**src/rtl/poisson_encode_scheduler.sv**
```systemverilog
// poisson_encode_scheduler: time-multiplexes one LFSR Poisson rate encoder over a frame of pixels for a window of timesteps
//   clk, rst                   clock and synchronous active-high reset
//   start                      begin a frame (sampled only when idle)
//   pixel_rd_en, pixel_addr    synchronous pixel buffer read port
//   pixel_data                 read data, valid the cycle after pixel_rd_en
//   spike_valid/spike_ready    spike stream handshake
//   spike, spike_pixel, spike_step  spike bit and its pixel and timestep
//   busy, done                 frame in progress / one-cycle end-of-frame pulse
module poisson_encode_scheduler #(
  parameter int WIDTH = 16,
  parameter int NUM_PIXELS = 16,
  parameter int WINDOW_SIZE = 5,
  parameter logic [15:0] SEED = 16'h005A,
  localparam int PW = $clog2(NUM_PIXELS),
  localparam int SW = $clog2(WINDOW_SIZE)
) (
  input  logic             clk,
  input  logic             rst,
  input  logic             start,
  output logic             pixel_rd_en,
  output logic [PW-1:0]    pixel_addr,
  input  logic [WIDTH-1:0] pixel_data,
  output logic             spike_valid,
  input  logic             spike_ready,
  output logic             spike,
  output logic [PW-1:0]    spike_pixel,
  output logic [SW-1:0]    spike_step,
  output logic             busy,
  output logic             done
);
  typedef enum logic [2:0] {IDLE, FETCH, WAIT, EMIT, DONE} state_t;
  state_t state;
  logic [15:0] lfsr;
  logic [15:0] cand;
  logic [PW-1:0] pix;
  logic [SW-1:0] step;
  assign cand = {lfsr[14:0], lfsr[15] ^ lfsr[13] ^ lfsr[12] ^ lfsr[7]};
  assign pixel_rd_en = state == FETCH;
  assign pixel_addr = pix;
  assign spike_valid = state == EMIT;
  assign busy = state == FETCH || state == WAIT || state == EMIT;
  assign done = state == DONE;
  always_ff @(posedge clk) begin
    if (rst) begin
      state <= IDLE;
      lfsr <= SEED;
      pix <= '0;
      step <= '0;
      spike <= 1'b0;
      spike_pixel <= '0;
      spike_step <= '0;
    end else begin
      case (state)
        IDLE: state <= start ? FETCH : IDLE;
        FETCH: state <= WAIT;
        WAIT: begin
          spike <= cand < pixel_data;
          lfsr <= cand;
          spike_pixel <= pix;
          spike_step <= step;
          state <= EMIT;
        end
        EMIT: if (spike_ready) begin
          state <= FETCH;
          if (pix == PW'(NUM_PIXELS - 1)) begin
            pix <= '0;
            if (step == SW'(WINDOW_SIZE - 1)) begin
              step <= '0;
              state <= DONE;
            end else step <= step + 1'b1;
          end else pix <= pix + 1'b1;
        end
        DONE: state <= IDLE;
        default: state <= IDLE;
      endcase
    end
  end
endmodule

```
**config.mk**
```make
export PLATFORM = sky130hd
export DESIGN_NAME = poisson_encode_scheduler
export DESIGN_NICKNAME = d
export VERILOG_FILES = /design/src/rtl/poisson_encode_scheduler.sv
export SDC_FILE = /design/constraint.sdc
export NUM_CORES = 1
export LEC_CHECK = 0
export ABC_CLOCK_PERIOD_IN_PS = 4600
export CAP_MARGIN = 20
export CELL_PAD_IN_SITES_DETAIL_PLACEMENT = 0
export CELL_PAD_IN_SITES_GLOBAL_PLACEMENT = 1
export CORE_MARGIN = 2
export CORE_UTILIZATION = 40
export DETAILED_ROUTE_END_ITERATION = 10
export GPL_TIMING_DRIVEN = 0
export PLACE_DENSITY = 0.95
export SETUP_SLACK_MARGIN = 0.2
export SYNTH_ARGS = -nofsm -noshare
export SYNTH_HDL_FRONTEND = slang
export SYNTH_SLANG_ARGS = --single-unit
```
**constraint.sdc**
```tcl
create_clock -name clk -period 4.6 [get_ports clk]
set_clock_uncertainty 0.2 [all_clocks]
set_input_delay 0.92 -clock clk [delete_from_list [all_inputs] [get_ports clk]]
set_output_delay 0.92 -clock clk [all_outputs]
set_load 0.1 [all_outputs]
```
Word level (Yosys, flattened, before mapping)

Index checks and enable logic that the tools add are counted.

$add $sub $neg: 2
$lt $le $gt $ge: 1
Equal/unequal tests: 7
Mux-type cells: 7
Bitwise logic cells: 3
Reduce and logical (&&, ||, !) cells: 5

Operator list:

| kind                | number |
|---|---|
| $lt 16x16->1        | 1 |
| $mux 3              | 4 |
| $pmux 3 s4          | 1 |
| $eq 3x2->1 const B  | 2 |
| $eq 3x3->1 const B  | 2 |
| $add 4x1->4 const B | 1 |
| $eq 4x4->1 const B  | 1 |
| $mux 4              | 1 |
| $add 3x1->3 const B | 1 |
| $eq 3x1->1 const B  | 1 |
| $logic_not 3->1     | 1 |
| $reduce_and 3->1    | 1 |
| $xor 1x1->1         | 3 |
| $logic_or 1x1->1    | 2 |
| $ne 2x1->1 const B  | 1 |
| $reduce_and 2->1    | 1 |
| $mux 1              | 1 |

Register bits after elaboration: 34
Input bits: 20
Output and inout bits: 16
Logic and storage cells: 32

Logic depth before layout (Yosys ltp)

Gate-level depths: netlist of run 1.

Depth in word-level cells: 5
Depth in mapped cells: 7
Mapped depth without buffers: 7

Least setup slack after synthesis of run 1

OpenSTA, ideal clock, no wires.

Path type: reg-to-output
From: register state[0]
To: output port spike_valid
Arrival: 2.693 ns
Slack: 0.787 ns
Stages on the path, launching flop included: 3
Path buffers: 0
Cell sequence: dfxtp_1 > inv_1 > nor3b_1

Word-level cells in the longest chain between the ends: 1

RTL lines:

| what                     | RTL line | source |
|---|---|---|
| start: declaration       | 32       | `state_t state;` |
| start signal: assignment | 54       | `IDLE: state <= start ? FETCH : IDLE;` |
| $eq 3x2->1               | 40       | `assign spike_valid = state == EMIT;` |
| end: declaration         | 23       | `output logic spike_valid,` |

No other way between the ends.

Final worst setup path of run 1

Ends and elaborated chain as after synthesis.

==> flow_summary.json, run 1 <==
{
  "via_per_inst": 4.98,
  "ios": 36,
  "required_ns": 3.48,
  "worstHoldPathType": "reg2reg",
  "rsz0062_at_grt": "false",
  "post-place-cells": 308,
  "numCtsBuffers": 5,
  "antenna_found_initial": 0,
  "hold_viol_final": 0,
  "cts_max_level": 2,
  "maxCapViolations": 0,
  "criticalPathCategory": "reg2out",
  "wl_per_cell_um": 11.9,
  "synth_edf_count": 0,
  "fmax_mhz": 297,
  "start_util": 0.411,
  "port_buffers": 34,
  "post_cts_buffers": 0,
  "avgSynthCellArea_sq_um": 7.95,
  "synth_fp_nets": 260,
  "nets": 301,
  "fp-row-count": 24,
  "cts_root_buffer": "clkbuf_8",
  "status": "finished, final reports clean",
  "pre_cts_slack_ns": 1.56,
  "die_h_um": 70.4,
  "finalNonFillerCells": 315,
  "grt_pass1_vias": 1400,
  "drtIter0Drc": 66,
  "firstDrtPassIters": 4,
  "post-route-min-period_ns": 3.37,
  "critPathArrivalTime_ns": 2.25,
  "cp-end-kind": "output port",
  "setup_viol": 0,
  "num_vias": 1569,
  "yosys_warnings": 0,
  "seq_area_frac_synth": 0.386,
  "path_clk_slew_ns": 0.06,
  "p_leak_nw": 0.906,
  "area_growth_pct": 29.4,
  "syn_inst": 222,
  "finalCritPeriodShare": 0.732,
  "power_density_mw_per_mm2": 326,
  "cts_tree": "yes",
  "die_w_um": 70.4,
  "tns_ns": 0,
  "design_area_sq_mm": 0.00228,
  "gp_congestion": 0.844,
  "dpl.hpwl_um": 2810,
  "setup_ws_ns": 1.23,
  "grt_pass1_wl_um": 6180,
  "synth_top_area_share": 0.386,
  "drc": 0,
  "grt_max_degree": 11,
  "slew_headroom": 0.354,
  "netlist.top_cell.by_area": "dfxtp_1",
  "netlist_area_sq_mm": 0.00176,
  "placed_area_sq_mm": 0.00217,
  "cts_hold_buffers": 0,
  "diodes": 0,
  "grt_util_all_layers": 0.156,
  "layout_common_cells": "nand2_1 (50), clkdlybuf4s50_1 (34), dfxtp_1 (34)",
  "cts_resized": 0,
  "cts_sinks": 34,
  "yosys_most_used_dff": "dfxtp_1",
  "async_reset_ff_frac": 0,
  "drtAntennaViolNets": 0,
  "clk_latency_ns": 0.28,
  "drive_gt1_frac": 0.0646,
  "final_common_cell": "nand2_1",
  "p_total_uw": 744,
  "hold_ws_ns": 0.254,
  "cp_max_fo": 8,
  "clock_path_buffers": 2,
  "tightest_slew_ns": 0.966,
  "drv_slew": 0,
  "ir_worst_vdd_mv": 0.209,
  "netlist_top_cells_area": "dfxtp_1 (39%), ha_1 (13%), nand2_1 (11%)",
  "start_kind": "register",
  "dieArea_sq_mm": 0.00496,
  "ys_ff_latch": 34,
  "routed_wl_um": 3760,
  "core_region_area_sq_mm": 0.00429,
  "synthDistinctLibCells": 41,
  "utilization": 0.531,
  "overflow": 0
}
[metal layers]
layer	track usage	up-vias	share of wire
li1	-	833	-
met1	0.204	694	0.48
met2	0.246	38	0.45
met3	0.0433	4	0.060
met4	0.0577	0	0.010
met5	0	-	0
[kinds of logic (layout without fill, tap and decap cells)]
group | after synthesis | after routing | share of synthesized area
AO/OA/AOI/OAI | 46 | 46 | 0.152
XOR/XNOR | 5 | 5 | 0.0248
adder cells (fa/ha/maj) | 18 | 18 | 0.128
buffers and inverters | 29 | 70 | 0.0667
flip-flops | 34 | 34 | 0.386
multiplexers | 2 | 2 | 0.0113
AND/OR/NAND/NOR | 88 | 88 | 0.232
[area by class of cell]
cell class	count	area [sq um]
inverters	18	67.6
repair buffers	34	340
clock buffers	6	82.6
flip-flops and latches	34	681
fillers	417	2010
plain buffers	11	50.0
multi-input cells	159	966
clock inverters	1	30.0
well taps	52	65.1
[critical path, cell delays in order, from the launching register on]
cell             delay, ns
dfxtp_1               0.44
inv_1                 0.10
nor3b_1               0.25
clkdlybuf4s50_1       1.17
[synthesized netlist by cell type (2+ instances only)]
| cell type | n |
|---|---|
| a211oi_1 | 3 |
| ha_1 | 18 |
| o22ai_1 | 2 |
| buf_2 | 4 |
| nor2_1 | 12 |
| nand2_1 | 50 |
| mux2i_1 | 2 |
| nor4_1 | 2 |
| xnor2_1 | 4 |
| a21oi_1 | 28 |
| dfxtp_1 | 34 |
| inv_1 | 18 |
| nor3_1 | 4 |
| o21ai_0 | 4 |
| o211ai_1 | 2 |
| nand3b_1 | 5 |
| clkbuf_1 | 5 |
| nand2b_1 | 2 |
[power breakdown]
group,switching (mW),internal (mW)
Combinational,0.0938,0.0545
Sequential,0.0123,0.307
Clock,0.103,0.173
Total,0.209,0.535
[path summary, 6_finish.rpt]
check	from	endpoint	slack, ns	cells after the start
worst max-delay path	state[0]	spike_valid	1.23	3
worst min-delay path	spike_step[1]	spike_step[1]	0.25	2
worst max register to register	lfsr[8]	spike	2.70	6
worst min register to register	spike_step[1]	spike_step[1]	0.25	2
[registers in the layout (all words and copies together) (netlist names)]
name,cells
step,3
spike,1
pixel_addr,4
spike_pixel,4
lfsr,16
state,3
spike_step,3
Note: power is estimated with default switching activity, not from simulation.
==> run 2, diff against run 1 <==
--- a/config.mk
+++ b/config.mk
@@ -5,15 +5,15 @@
 export SDC_FILE = /design/constraint.sdc
 export NUM_CORES = 1
 export LEC_CHECK = 0
-export ABC_CLOCK_PERIOD_IN_PS = 4600
+export ABC_CLOCK_PERIOD_IN_PS = 3100
 export CAP_MARGIN = 20
 export CELL_PAD_IN_SITES_DETAIL_PLACEMENT = 0
 export CELL_PAD_IN_SITES_GLOBAL_PLACEMENT = 1
 export CORE_MARGIN = 2
-export CORE_UTILIZATION = 40
+export CORE_UTILIZATION = 37
 export DETAILED_ROUTE_END_ITERATION = 10
 export GPL_TIMING_DRIVEN = 0
-export PLACE_DENSITY = 0.95
+export PLACE_DENSITY = 0.9
 export SETUP_SLACK_MARGIN = 0.2
 export SYNTH_ARGS = -nofsm -noshare
 export SYNTH_HDL_FRONTEND = slang
==> constraint.sdc (replaced) <==
create_clock -name clk -period 3.1 [get_ports clk]
set_clock_uncertainty 0.2 [all_clocks]
set_input_delay 0.62 -clock clk [delete_from_list [all_inputs] [get_ports clk]]
set_output_delay 0.62 -clock clk [all_outputs]
set_load 0.1 [all_outputs]
==> flow_summary.json, run 2 (same netlist as run 1, synthesis figures left out) <==
{
  "drtAntennaViolNets": 0,
  "cp_max_fo": 8,
  "design_area_sq_mm": 0.00229,
  "fmax_mhz": 363,
  "power_density_mw_per_mm2": 483,
  "layout_common_cells": "nand2_1 (50), dfxtp_1 (34), clkdlybuf4s50_1 (30)",
  "placed_area_sq_mm": 0.00218,
  "critPathArrivalTime_ns": 1.94,
  "start_util": 0.379,
  "drtIter0Drc": 61,
  "die_w_um": 73.1,
  "diodes": 0,
  "num_vias": 1576,
  "utilization": 0.491,
  "fp-row-count": 25,
  "post-place-cells": 310,
  "min_to": "spike_step[2]",
  "r2r_setup_slack_ns": 1.05,
  "tns_ns": 0,
  "firstDrtPassIters": 4,
  "ir_worst_vdd_mv": 0.435,
  "setup_viol": 0,
  "fillers": 474,
  "required_ns": 2.28,
  "setup_ws_ns": 0.342,
  "reg2reg_to": "spike",
  "holdPathStages": 2,
  "hold_start": "spike_step[2]",
  "nets": 301,
  "cts_tree": "yes",
  "overflow": 0,
  "start_kind": "register",
  "p_leak_nw": 0.922,
  "grt_pass1_vias": 1387,
  "ios": 36,
  "grt_pass1_wl_um": 6230,
  "dpl.hpwl_um": 2820,
  "worstHoldPathType": "reg2reg",
  "post-route-min-period_ns": 2.76,
  "wl_per_cell_um": 12.1,
  "gp_congestion": 0.777,
  "hold_viol_final": 0,
  "top_layer_used": "met4",
  "cts_max_level": 2,
  "tightest_slew_ns": 0.968,
  "cts_sinks": 34,
  "port_buffers": 34,
  "via_per_inst": 4.97,
  "final_common_cell": "nand2_1",
  "finalCritPeriodShare": 0.890,
  "drc": 0,
  "clock_path_buffers": 2,
  "rr_worst_depth": 6,
  "wl_met1_um": 1920,
  "status": "finished, final reports clean",
  "grt_max_degree": 11,
  "p_total_mw": 1.11,
  "antenna_found_initial": 0,
  "area_growth_pct": 29.8,
  "drive_gt1_frac": 0.0722,
  "numCtsBuffers": 5,
  "cts_root_buffer": "clkbuf_8",
  "criticalPathCategory": "reg2out",
  "hold_ws_ns": 0.259,
  "path_clk_slew_ns": 0.07,
  "core_region_area_sq_mm": 0.00466,
  "maxCapViolations": 0,
  "top_register": "lfsr",
  "wl_met3_um": 168,
  "cp-end-kind": "output port",
  "dieArea_sq_mm": 0.00534,
  "grt_util_all_layers": 0.152,
  "rsz0062_at_grt": "false",
  "post_cts_buffers": 0,
  "die_h_um": 73.1,
  "slew_headroom": 0.352,
  "pre_cts_slack_ns": 0.261,
  "cts_hold_buffers": 0,
  "clk_latency_ns": 0.28,
  "met2RoutedLength_um": 1680,
  "r2r_start": "lfsr[4]",
  "finalNonFillerCells": 317,
  "routed_wl_um": 3830,
  "drv_slew": 0,
  "largest_reg_flops": 16
}
run 2: changes by cell type in the layout (fill, tap and decap cells not counted), sizes merged:
cell / before / now
clkdlybuf4s50: 34 / 30
dlygate4sd2: 0 / 4
run 2: timing repair:
item                                    in CTS  in global routing
endpoints found under the setup margin       4                  0
endpoints found under the hold margin        0                  0
resized for setup                            4                  0
run 2: cell type report:
class                   instances  area [sq um]  area share
multi-input cells             159           976       0.426
flip-flops and latches         34           681       0.297
repair buffers                 34           335       0.146
clock buffers                   6          82.6      0.0361
inverters                      18          67.6      0.0295
well taps                      54          67.6      0.0295
plain buffers                  11          50.0      0.0219
clock inverters                 1          30.0      0.0131
run 2: metal layers:
layer / vias to the layer above / GRT usage
met2: 29 / 0.235
met5: - / 0
li1: 836 / -
met4: 0 / 0.0617
met1: 706 / 0.195
met3: 5 / 0.0470
run 2: critical path, cell delays in order (launching register included):
cell and delay, ns:
dfxtp_1 0.46, inv_1 0.14, nor3_2 0.18, dlygate4sd2_1 0.87
run 2: worst max-delay path by stage:
| stage | endpoint | slack, ns | from |
|---|---|---|---|
| after floorplan | busy | 0.54 | state[1] |
| after global placement | spike | 0.32 | pixel_data[5] |
| after detailed placement | spike | 0.26 | pixel_data[5] |
| after CTS | pixel_addr[0] | 0.34 | pixel_addr[0] |
| after global routing | pixel_rd_en | 0.26 | state[0] |
| final | pixel_rd_en | 0.34 | state[0] |
run 2: report_power, final:
group	total, mW	internal (mW)	switching [mW]
combinational	0.220	0.0783	0.141
clock	0.411	0.257	0.154
sequential	0.475	0.456	0.0189
==> run 3, diff against run 2 <==
--- a/config.mk
+++ b/config.mk
@@ -6,7 +6,6 @@
 export NUM_CORES = 1
 export LEC_CHECK = 0
 export ABC_CLOCK_PERIOD_IN_PS = 3100
-export CAP_MARGIN = 20
 export CELL_PAD_IN_SITES_DETAIL_PLACEMENT = 0
 export CELL_PAD_IN_SITES_GLOBAL_PLACEMENT = 1
 export CORE_MARGIN = 2
==> results of run 3 <==
Same layout as run 2: the final DEF is identical, and so are final timing and power.
